**src/rtl/pc_redirect_seq_if.sv**
```systemverilog
// Handshake bundle between the branch unit / fetch control and the PC
// redirect sequencer.
interface pc_redirect_seq_if;
  logic        stall;
  logic        ex_valid;
  logic [31:0] ex_pc;
  logic        jmp;
  logic        branch;
  logic [31:0] offset;
  logic [31:0] target;
  logic [31:0] pc;
  logic        pc_valid;
  logic        flush;
  logic        redirect;
  logic        redir_pend;
  logic [15:0] redir_cnt;

  modport master (
    output stall, ex_valid, ex_pc, jmp, branch, offset, target,
    input  pc, pc_valid, flush, redirect, redir_pend, redir_cnt
  );

  modport slave (
    input  stall, ex_valid, ex_pc, jmp, branch, offset, target,
    output pc, pc_valid, flush, redirect, redir_pend, redir_cnt
  );
endinterface

```
**src/rtl/pc_redirect_seq.sv**
```systemverilog
// Fetch PC owner: computes branch/jump targets, applies redirects,
// squashes wrong-path IF/ID slots and parks redirects seen under stall.
module pc_redirect_seq #(
  parameter logic [31:0] RESET_PC     = 32'h0000_0000,
  parameter int unsigned FLUSH_CYCLES = 2
) (
  input  logic             clk,
  input  logic             rst,
  pc_redirect_seq_if.slave bus
);

  typedef enum logic [1:0] {
    BOOT,
    RUN,
    HOLD,
    FLUSH
  } state_t;

  localparam logic [3:0] FLUSH_INIT = 4'(FLUSH_CYCLES - 1);

  state_t      state_q, state_d;
  logic [31:0] pc_q, pc_d;
  logic [31:0] pend_q, pend_d;
  logic        pend_vld_q, pend_vld_d;
  logic        pc_valid_q, pc_valid_d;
  logic        redirect_q, redirect_d;
  logic [3:0]  cnt_q, cnt_d;
  logic [15:0] redir_cnt_q, redir_cnt_d;

  logic [31:0] p4;
  logic [31:0] btgt;
  logic [31:0] jtgt;
  logic [31:0] tgt;
  logic        req;
  logic        unused_bits;

  assign p4   = bus.ex_pc + 32'd4;
  assign btgt = p4 + {{14{bus.offset[15]}}, bus.offset[15:0], 2'b00};
  assign jtgt = {p4[31:28], bus.target[25:0], 2'b00};
  assign req  = bus.ex_valid & (bus.jmp | bus.branch);
  assign tgt  = bus.jmp ? jtgt : btgt;

  assign unused_bits = ^{bus.offset[31:16], bus.target[31:26]};

  always_comb begin
    state_d     = state_q;
    pc_d        = pc_q;
    pend_d      = pend_q;
    pend_vld_d  = pend_vld_q;
    pc_valid_d  = pc_valid_q;
    redirect_d  = 1'b0;
    cnt_d       = cnt_q;
    redir_cnt_d = redir_cnt_q;

    unique case (state_q)
      BOOT: begin
        state_d    = RUN;
        pc_valid_d = 1'b1;
        pc_d       = RESET_PC;
      end
      RUN: begin
        if (req && !bus.stall) begin
          pc_d       = tgt;
          redirect_d = 1'b1;
          cnt_d      = FLUSH_INIT;
          state_d    = FLUSH;
        end else if (req) begin
          pend_d     = tgt;
          pend_vld_d = 1'b1;
          state_d    = HOLD;
        end else if (!bus.stall) begin
          pc_d = pc_q + 32'd4;
        end
      end
      HOLD: begin
        if (!bus.stall) begin
          pc_d       = pend_q;
          redirect_d = 1'b1;
          pend_vld_d = 1'b0;
          cnt_d      = FLUSH_INIT;
          state_d    = FLUSH;
        end
      end
      FLUSH: begin
        // EX only holds squashed slots here, so req is ignored
        if (!bus.stall) begin
          pc_d = pc_q + 32'd4;
          if (cnt_q == 4'd0) begin
            state_d = RUN;
          end else begin
            cnt_d = cnt_q - 4'd1;
          end
        end
      end
      default: state_d = BOOT;
    endcase

    if (redirect_d && redir_cnt_q != 16'hFFFF) begin
      redir_cnt_d = redir_cnt_q + 16'd1;
    end
  end

  always_ff @(posedge clk) begin
    if (rst) begin
      state_q     <= BOOT;
      pc_q        <= RESET_PC;
      pend_q      <= 32'd0;
      pend_vld_q  <= 1'b0;
      pc_valid_q  <= 1'b0;
      redirect_q  <= 1'b0;
      cnt_q       <= 4'd0;
      redir_cnt_q <= 16'd0;
    end else begin
      state_q     <= state_d;
      pc_q        <= pc_d;
      pend_q      <= pend_d;
      pend_vld_q  <= pend_vld_d;
      pc_valid_q  <= pc_valid_d;
      redirect_q  <= redirect_d;
      cnt_q       <= cnt_d;
      redir_cnt_q <= redir_cnt_d;
    end
  end

  assign bus.pc         = pc_q;
  assign bus.pc_valid   = pc_valid_q;
  assign bus.flush      = (state_q == FLUSH);
  assign bus.redirect   = redirect_q;
  assign bus.redir_pend = pend_vld_q;
  assign bus.redir_cnt  = redir_cnt_q;

endmodule

```
**src/flat_wrapper.sv**
```systemverilog
// flat-port wrapper written by rule: the top's interface ports become plain ports
module pc_redirect_seq_flat 
#(
  parameter logic [31:0] RESET_PC     = 32'h0000_0000,
  parameter int unsigned FLUSH_CYCLES = 2
)
  (clk, rst, bus_stall, bus_ex_valid, bus_ex_pc, bus_jmp, bus_branch, bus_offset, bus_target, bus_pc, bus_pc_valid, bus_flush, bus_redirect, bus_redir_pend, bus_redir_cnt);
  pc_redirect_seq_if bus_i ();
  input  logic clk;
  input  logic rst;
  input wire logic [$bits(bus_i.stall)-1:0] bus_stall;
  input wire logic [$bits(bus_i.ex_valid)-1:0] bus_ex_valid;
  input wire logic [$bits(bus_i.ex_pc)-1:0] bus_ex_pc;
  input wire logic [$bits(bus_i.jmp)-1:0] bus_jmp;
  input wire logic [$bits(bus_i.branch)-1:0] bus_branch;
  input wire logic [$bits(bus_i.offset)-1:0] bus_offset;
  input wire logic [$bits(bus_i.target)-1:0] bus_target;
  output wire logic [$bits(bus_i.pc)-1:0] bus_pc;
  output wire logic [$bits(bus_i.pc_valid)-1:0] bus_pc_valid;
  output wire logic [$bits(bus_i.flush)-1:0] bus_flush;
  output wire logic [$bits(bus_i.redirect)-1:0] bus_redirect;
  output wire logic [$bits(bus_i.redir_pend)-1:0] bus_redir_pend;
  output wire logic [$bits(bus_i.redir_cnt)-1:0] bus_redir_cnt;
  assign bus_i.stall = bus_stall;
  assign bus_i.ex_valid = bus_ex_valid;
  assign bus_i.ex_pc = bus_ex_pc;
  assign bus_i.jmp = bus_jmp;
  assign bus_i.branch = bus_branch;
  assign bus_i.offset = bus_offset;
  assign bus_i.target = bus_target;
  assign bus_pc = bus_i.pc;
  assign bus_pc_valid = bus_i.pc_valid;
  assign bus_flush = bus_i.flush;
  assign bus_redirect = bus_i.redirect;
  assign bus_redir_pend = bus_i.redir_pend;
  assign bus_redir_cnt = bus_i.redir_cnt;
  pc_redirect_seq #(.RESET_PC(RESET_PC), .FLUSH_CYCLES(FLUSH_CYCLES)) u_core (.clk(clk), .rst(rst), .bus(bus_i));
endmodule
```
**config.mk**
```make
export PLATFORM = sky130hd
export DESIGN_NAME = pc_redirect_seq_flat
export DESIGN_NICKNAME = d
export VERILOG_FILES = /design/src/rtl/pc_redirect_seq_if.sv /design/src/rtl/pc_redirect_seq.sv /design/src/flat_wrapper.sv
export SDC_FILE = /design/constraint.sdc
export NUM_CORES = 1
export LEC_CHECK = 0
export BUFFER_PORTS_ARGS = -buffer_cell sky130_fd_sc_hd__buf_4
export CORE_ASPECT_RATIO = 1.1
export CORE_MARGIN = 2
export CORE_UTILIZATION = 60
export CTS_CLUSTER_DIAMETER = 30
export DETAILED_ROUTE_END_ITERATION = 8
export GPL_ROUTABILITY_DRIVEN = 0
export MAX_ROUTING_LAYER = met4
export PLACE_DENSITY = 0.87
export SYNTH_ARGS = -nofsm -noshare
export SYNTH_HDL_FRONTEND = slang
export SYNTH_SLANG_ARGS = --single-unit
```
**constraint.sdc**
```tcl
create_clock -name clk -period 7.96 [get_ports clk]
set_clock_uncertainty 0.1 [all_clocks]
set_input_delay 0.796 -clock clk [delete_from_list [all_inputs] [get_ports clk]]
set_output_delay 0.796 -clock clk [all_outputs]
set_load 0.005 [all_outputs]
```
==> flow_summary.ini, run 1 <==
[status]
status = completed

[cts]
postCtsSetupBuffers = 0
clk_latency_ps = 360
clk_pin_slew_ps = 60
cts_tree = built
htreeDepth = 3
root_buffer = clkbuf_16
clock_sinks = 89
max-clock-path-buffers = 2
cts-buffers-inserted = 9
cts_resized = 0
cts_hold_buf = 0

[min_path]
min_path_type = reg -> reg

[critical_path]
cp-start-kind = primary input
crit_path_max_fanout = 8
critPathKind = in -> reg
crit_path_end_kind = flip-flop
cp.arrival_ps = 4390
cp_data_required_time_ps = 8100

[floorplanning]
rows = 41
die_x_um = 108
fp.dieH_um = 119
io_pins = 154
start_util_pct = 61.9
core-area_um2 = 11600
dieArea_um2 = 12900

[drt]
detail_route.first_pass.iterations = 5
drc = 0
postRouteWirelength_um = 20000
routedWlPerCell_um = 16.6
first_iter_violations = 618
ant_nets = 0
vias = 7570
vias_per_cell = 6.28

[yosys]
yosys_register_bits = 89
synth_fp_nets = 1096
synth-main-ff-cell = dfxtp_1
synth_area_um2 = 7180
synth_seq_area_share_pct = 24.8
postSynthCellCount = 953
syn_avg_cell_area_um2 = 7.53
yosysUniqueCellTypes = 79
synthArstFlopShare_pct = 0
synth_enable_flop_cells = 0
yosysWarnings = 0

[layout]
final_common_cell = buf_4
num-nets-final = 1194
stdcell_count = 1206
fillCellCount = 920
antenna_cells = 0
layout_common_cells = buf_4, nor2_1, nand2_1
post-route-util_pct = 73.8
drive_gt1_share_pct = 17.0
area_growth_pct = 19.2

[sta]
setup_viol = 0
period_needed_ps = 4250
max_freq_mhz = 235
fin_tns_setup_ps = 0
slew_violations = 0
tightest_slew_ps = 899
finalHoldViolCount = 0
worst_slew_margin_rel_pct = 39.9
finalCritPeriodShare_pct = 53.4
rsz0062_at_grt = false

[power_and_ir_drop]
powerDensity_nw_per_um2 = 186
p_leak_nw = 3.50
ir_drop_v = 0.000142
p_total_mw = 1.59

[place]
post-dp-hpwl_um = 14500
port_buffers = 131
placed_cells = 1190

[global_routing]
grt_max_degree = 76
grt_overflow = 0
grt_pass1_wl_um = 32600
grt_pass1_vias = 6829
antenna_found_initial = 0
grtUsageTotal_pct = 32.0

[run]
drv_cap = 0
-- synthesized netlist by cell type, types with 7 or more instances --
library cell / instances / area, um2
and4_1: 13 / 114
dfxtp_1: 89 / 1780
clkbuf_1: 42 / 158
xor2_1: 35 / 307
nand3_1: 38 / 190
and2_1: 8 / 50.1
inv_1: 30 / 113
nor2_1: 108 / 405
a222oi_1: 8 / 80.1
xnor2_1: 46 / 403
o211ai_1: 9 / 67.6
and3_1: 21 / 131
a22oi_1: 18 / 135
a21o_1: 13 / 97.6
nand4_1: 22 / 138
o21ai_0: 52 / 260
o21a_1: 7 / 52.6
nor2b_1: 8 / 50.1
a21oi_1: 69 / 345
ha_1: 40 / 500
nor3_1: 32 / 160
mux2i_1: 9 / 90.1
a211oi_1: 20 / 150
a31oi_1: 7 / 43.8
nand2_1: 105 / 394
-- kinds of logic after synthesis --
family	after synthesis	synth area share (%)
buf+inv	80	4.27
fa+ha+maj	41	7.25
xor+xnor	81	9.89
simple gates	388	26.7
compound gates	263	25.5
mux	11	1.57
flops	89	24.8
-- critical path, stage by stage --
cell and delay (ps):
buf_4 100, ha_1 180, nand3_1 210, nor3_4 260
nand2_1 200, nor2_1 180, and3_1 180, xor2_1 300
ha_1 400, a21o_1 230, a21o_1 180, a21oi_1 130
o21ai_0 110, a31oi_2 180, mux2i_1 360, nor4_1 90
a311o_1 290
-- cell type report --
type	count	area, um2	share of cell area (%)
inverter	30	113	1.32
tap	150	188	2.19
multi-input combinational	784	5090	59.5
clock buffer	10	239	2.79
clock inverter	6	114	1.33
timing repair buffer	137	1030	12.0
sequential	89	1780	20.8
-- metrics by stage --
step           hold WS, ps  setup WS (ps)  instance area, um2
6_report               356           3710                8550
5_1_grt                374           3370                8550
4_1_cts                357           3730                8550
3_5_place_dp           347           3390                8200
3_3_place_gp           341           3400                8200
2_1_floorplan          336           3950                7180
-- worst paths after layout --
path | start | to | slack (ps) | depth (start not counted)
setup / recovery | bus_ex_pc[2] | u_core.pend_q[31] | 3710 | 17
hold / removal | u_core.pend_q[1] | u_core.pend_q[1] | 360 | 2
setup reg to reg | u_core.state_q[1] | u_core.bus.redir_cnt[8] | 4860 | 9
hold reg to reg | u_core.pend_q[1] | u_core.pend_q[1] | 360 | 2
-- where the power goes --
| part | leakage [nW] | switching [mW] | total (mW) | internal, mW |
|---|---|---|---|---|
| sequential | 0.720 | 0.0291 | 0.509 | 0.480 |
| clock | 0.165 | 0.184 | 0.500 | 0.316 |
| combinational | 2.62 | 0.365 | 0.577 | 0.213 |
-- sequential cells by signal, indices dropped and copies added, names as in the netlist --
register and count:
u_core.pend_q 32, u_core.cnt_q 4, u_core.bus.redirect 1, u_core.bus.redir_pend 1
u_core.bus.pc 32, u_core.state_q 2, u_core.bus.pc_valid 1, u_core.bus.redir_cnt 16
-- layer usage --
| metal | vias to the layer above | global-route usage, % | wire, um |
|---|---|---|---|
| met5 | - | - | 0 |
| met1 | 3465 | 41.3 | 8210 |
| met2 | 352 | 52.8 | 9700 |
| met4 | 0 | 9.13 | 516 |
| li1 | 3698 | - | - |
| met3 | 55 | 3.70 | 1610 |
Note: power is estimated with default switching activity, not from simulation.
==> run 2, diff against run 1 <==
Settings changed: ABC_AREA set to 1, CORE_UTILIZATION 60 to 52, PLACE_DENSITY 0.87 to 0.79.
Clock period 7.96 ns to 3.65 ns, I/O delays scaled along.
==> flow_summary.ini, run 2 <==
[place]
port_buffers = 131
post-dp-hpwl_um = 18200

[critical_path]
cp.arrival_ps = 3360
cp-start-kind = primary input
path_delay_family = simple AND/OR/NAND/NOR gates
crit_path_max_fanout = 5
crit_chain = buf_4 -> ha_1 -> nand3_1 -> nor2_1 -> nand2_1 -> nor3_2 -> nand4_1 -> buf_4 -> xnor2_1 -> ha_1 -> nand2_1 -> nor2_1 -> nand2_1 -> nor3_1 -> nand2_1 -> nand2_1 -> nand3_1 -> nand2_1 -> nand2_1 -> nand3_1 -> nand2_1 -> nand2_1 -> a21oi_1
cp_data_required_time_ps = 3760
path_buf_inv = 2
cp_slowest_cell = ha_1
crit_path_end_kind = flip-flop
crit_top_cell = nand2_1
critPathKind = in -> reg
worst_path_largest_cell_delay_ps = 380

[layout]
antenna_cells = 0
post-route-util_pct = 62.0
layout_common_cells = nand2_1, inv_1, buf_4
num-nets-final = 1612
final_common_cell = nand2_1
drive_gt1_share_pct = 15.4
area_growth_pct = 18.0

[cts]
htreeDepth = 3
cts_tree = built
root_buffer = clkbuf_16
clk_latency_ps = 350
cts_hold_buf = 0
clock_sinks = 89
max-clock-path-buffers = 2
clk_pin_slew_ps = 70
cts-buffers-inserted = 9

[floorplanning]
die_x_um = 124
core-area_um2 = 15600
start_util_pct = 52.6
dieArea_um2 = 16800
fp.dieH_um = 136
io_pins = 154
rows = 48

[yosys]
ys_top_cells_by_area = dfxtp_1, nand2_1, inv_1, a21oi_1, ha_1
synth_top_cells_by_count = nand2_1, inv_1, a21oi_1
synth_fp_nets = 1495
yosys_register_bits = 89
yosysUniqueCellTypes = 59
synth-main-ff-cell = dfxtp_1
synth_seq_area_share_pct = 21.8
synth.largest_area_cell = dfxtp_1
synth_area_um2 = 8180
postSynthCellCount = 1352
synth_top_area_share_pct = 21.8
synth_most_common_cell = nand2_1
syn_avg_cell_area_um2 = 6.05
yosysWarnings = 0
synthArstFlopShare_pct = 0
synth_enable_flop_cells = 0

[sta]
setup_viol = 0
fin_tns_setup_ps = 0
finalCritPeriodShare_pct = 88.9
slew_violations = 0
finalHoldViolCount = 0
tightest_slew_ps = 1190
period_needed_ps = 3250
rsz0062_at_grt = false
worst_slew_margin_rel_pct = 20.4
max_freq_mhz = 308

[global_routing]
grt_overflow = 0
grt_pass1_wl_um = 37500
grt_pass1_vias = 8051
grtUsageTotal_pct = 28.6
antenna_found_initial = 0
grt_max_degree = 48

[drt]
drc = 0
vias = 8912
postRouteWirelength_um = 23300
vias_per_cell = 5.32
first_iter_violations = 703
routedWlPerCell_um = 13.9
ant_nets = 0
detail_route.first_pass.iterations = 5

[power_and_ir_drop]
switching_share_pct = 39.6
powerDensity_nw_per_um2 = 389
p_clk_share_pct = 29.0
p_leak_nw = 4.60
comb_power_share_pct = 39.7
p_seq_share_pct = 31.3
ir_drop_v = 0.000277
p_int_mw = 2.27
p_switching_mw = 1.49

[status]
status = completed

[min_path]
min_path_type = in -> reg

[run]
drv_cap = 0
run 2: changes by cell type after synthesis, moves of 15 or more:
cell / before / now
a211oi_1: 20 / 3
a21oi_1: 69 / 109
a22oi_1: 18 / 1
and3_1: 21 / 2
clkbuf_1: 42 / 22
inv_1: 30 / 178
nand2_1: 105 / 398
nand3_1: 38 / 94
o21ai_1: 1 / 16
xnor2_1: 46 / 18
run 2: worst paths after layout:
path / startpoint / end / slack, ps / cells past startpoint
setup / recovery: bus_ex_pc[2] / u_core.bus.pc[31] / 400 / 23
hold / removal: bus_target[15] / u_core.pend_q[17] / 240 / 3
setup reg to reg: u_core.state_q[0] / u_core.bus.redir_cnt[13] / 1050 / 12
hold reg to reg: u_core.cnt_q[1] / u_core.cnt_q[1] / 370 / 1
run 2: cells by family after synthesis:
| group | count (synthesis) | synth area share (%) |
|---|---|---|
| AOI/OAI and AO/OA | 242 | 16.6 |
| xor gates and xnor gates | 41 | 4.39 |
| adders and majority gates | 41 | 6.36 |
| buffers and inverters | 227 | 11.3 |
| DFF | 89 | 21.8 |
| muxes | 3 | 0.367 |
| and+or+nand+nor | 709 | 39.2 |
run 2: through the flow:
step                      hold WS [ps]  setup WS (ps)  power (mW)  instance area, um2  cells
after global placement             350           93.3        2.62                9290   1657
after CTS                          238            428        3.75                9640   1673
after detailed placement           359           73.2        2.65                9290   1657
final                              238            405        3.75                9650   1674
after global routing               254           45.7        3.99                9650   1674
after floorplan                    341            540        2.25                8180   1352
run 2: cell type report:
cell class / count / area, um2
Fill cell: 1468 / 5900
Multi-Input combinational cell: 1036 / 5480
Sequential cell: 89 / 1780
Timing Repair Buffer: 144 / 1080
Inverter: 189 / 711
Tap cell: 200 / 250
Clock buffer: 9 / 225
Clock inverter: 7 / 124
run 2: tightest hold or removal path, stage by stage:
cell and delay (ps):
buf_4 100, o21ai_0 70, a21oi_1 110
run 2: repair_timing:
| action | CTS | global route |
|---|---|---|
| endpoints found under the setup margin | 0 | 1 |
| hold endpoints to repair | 0 | 0 |
| resized for setup | 0 | 1 |
| buffers inserted | 0 | 1 |
run 2: metal layers:
metal / track usage, % / vias up / routed length (um)
met3: 4.29 / 54 / 1630
li1: - / 4638 / -
met2: 45.4 / 336 / 10700
met5: - / - / 0
met1: 36.9 / 3884 / 10300
met4: 9.97 / 0 / 707
run 2: power by group through the flow:
stage	clock [mW]	combinational, mW	sequential (mW)
global placement	0	1.43	1.19
finish	1.09	1.49	1.17
floorplan	0	1.08	1.17
CTS	1.10	1.48	1.17
detailed placement	0	1.46	1.19
global route	1.14	1.67	1.19
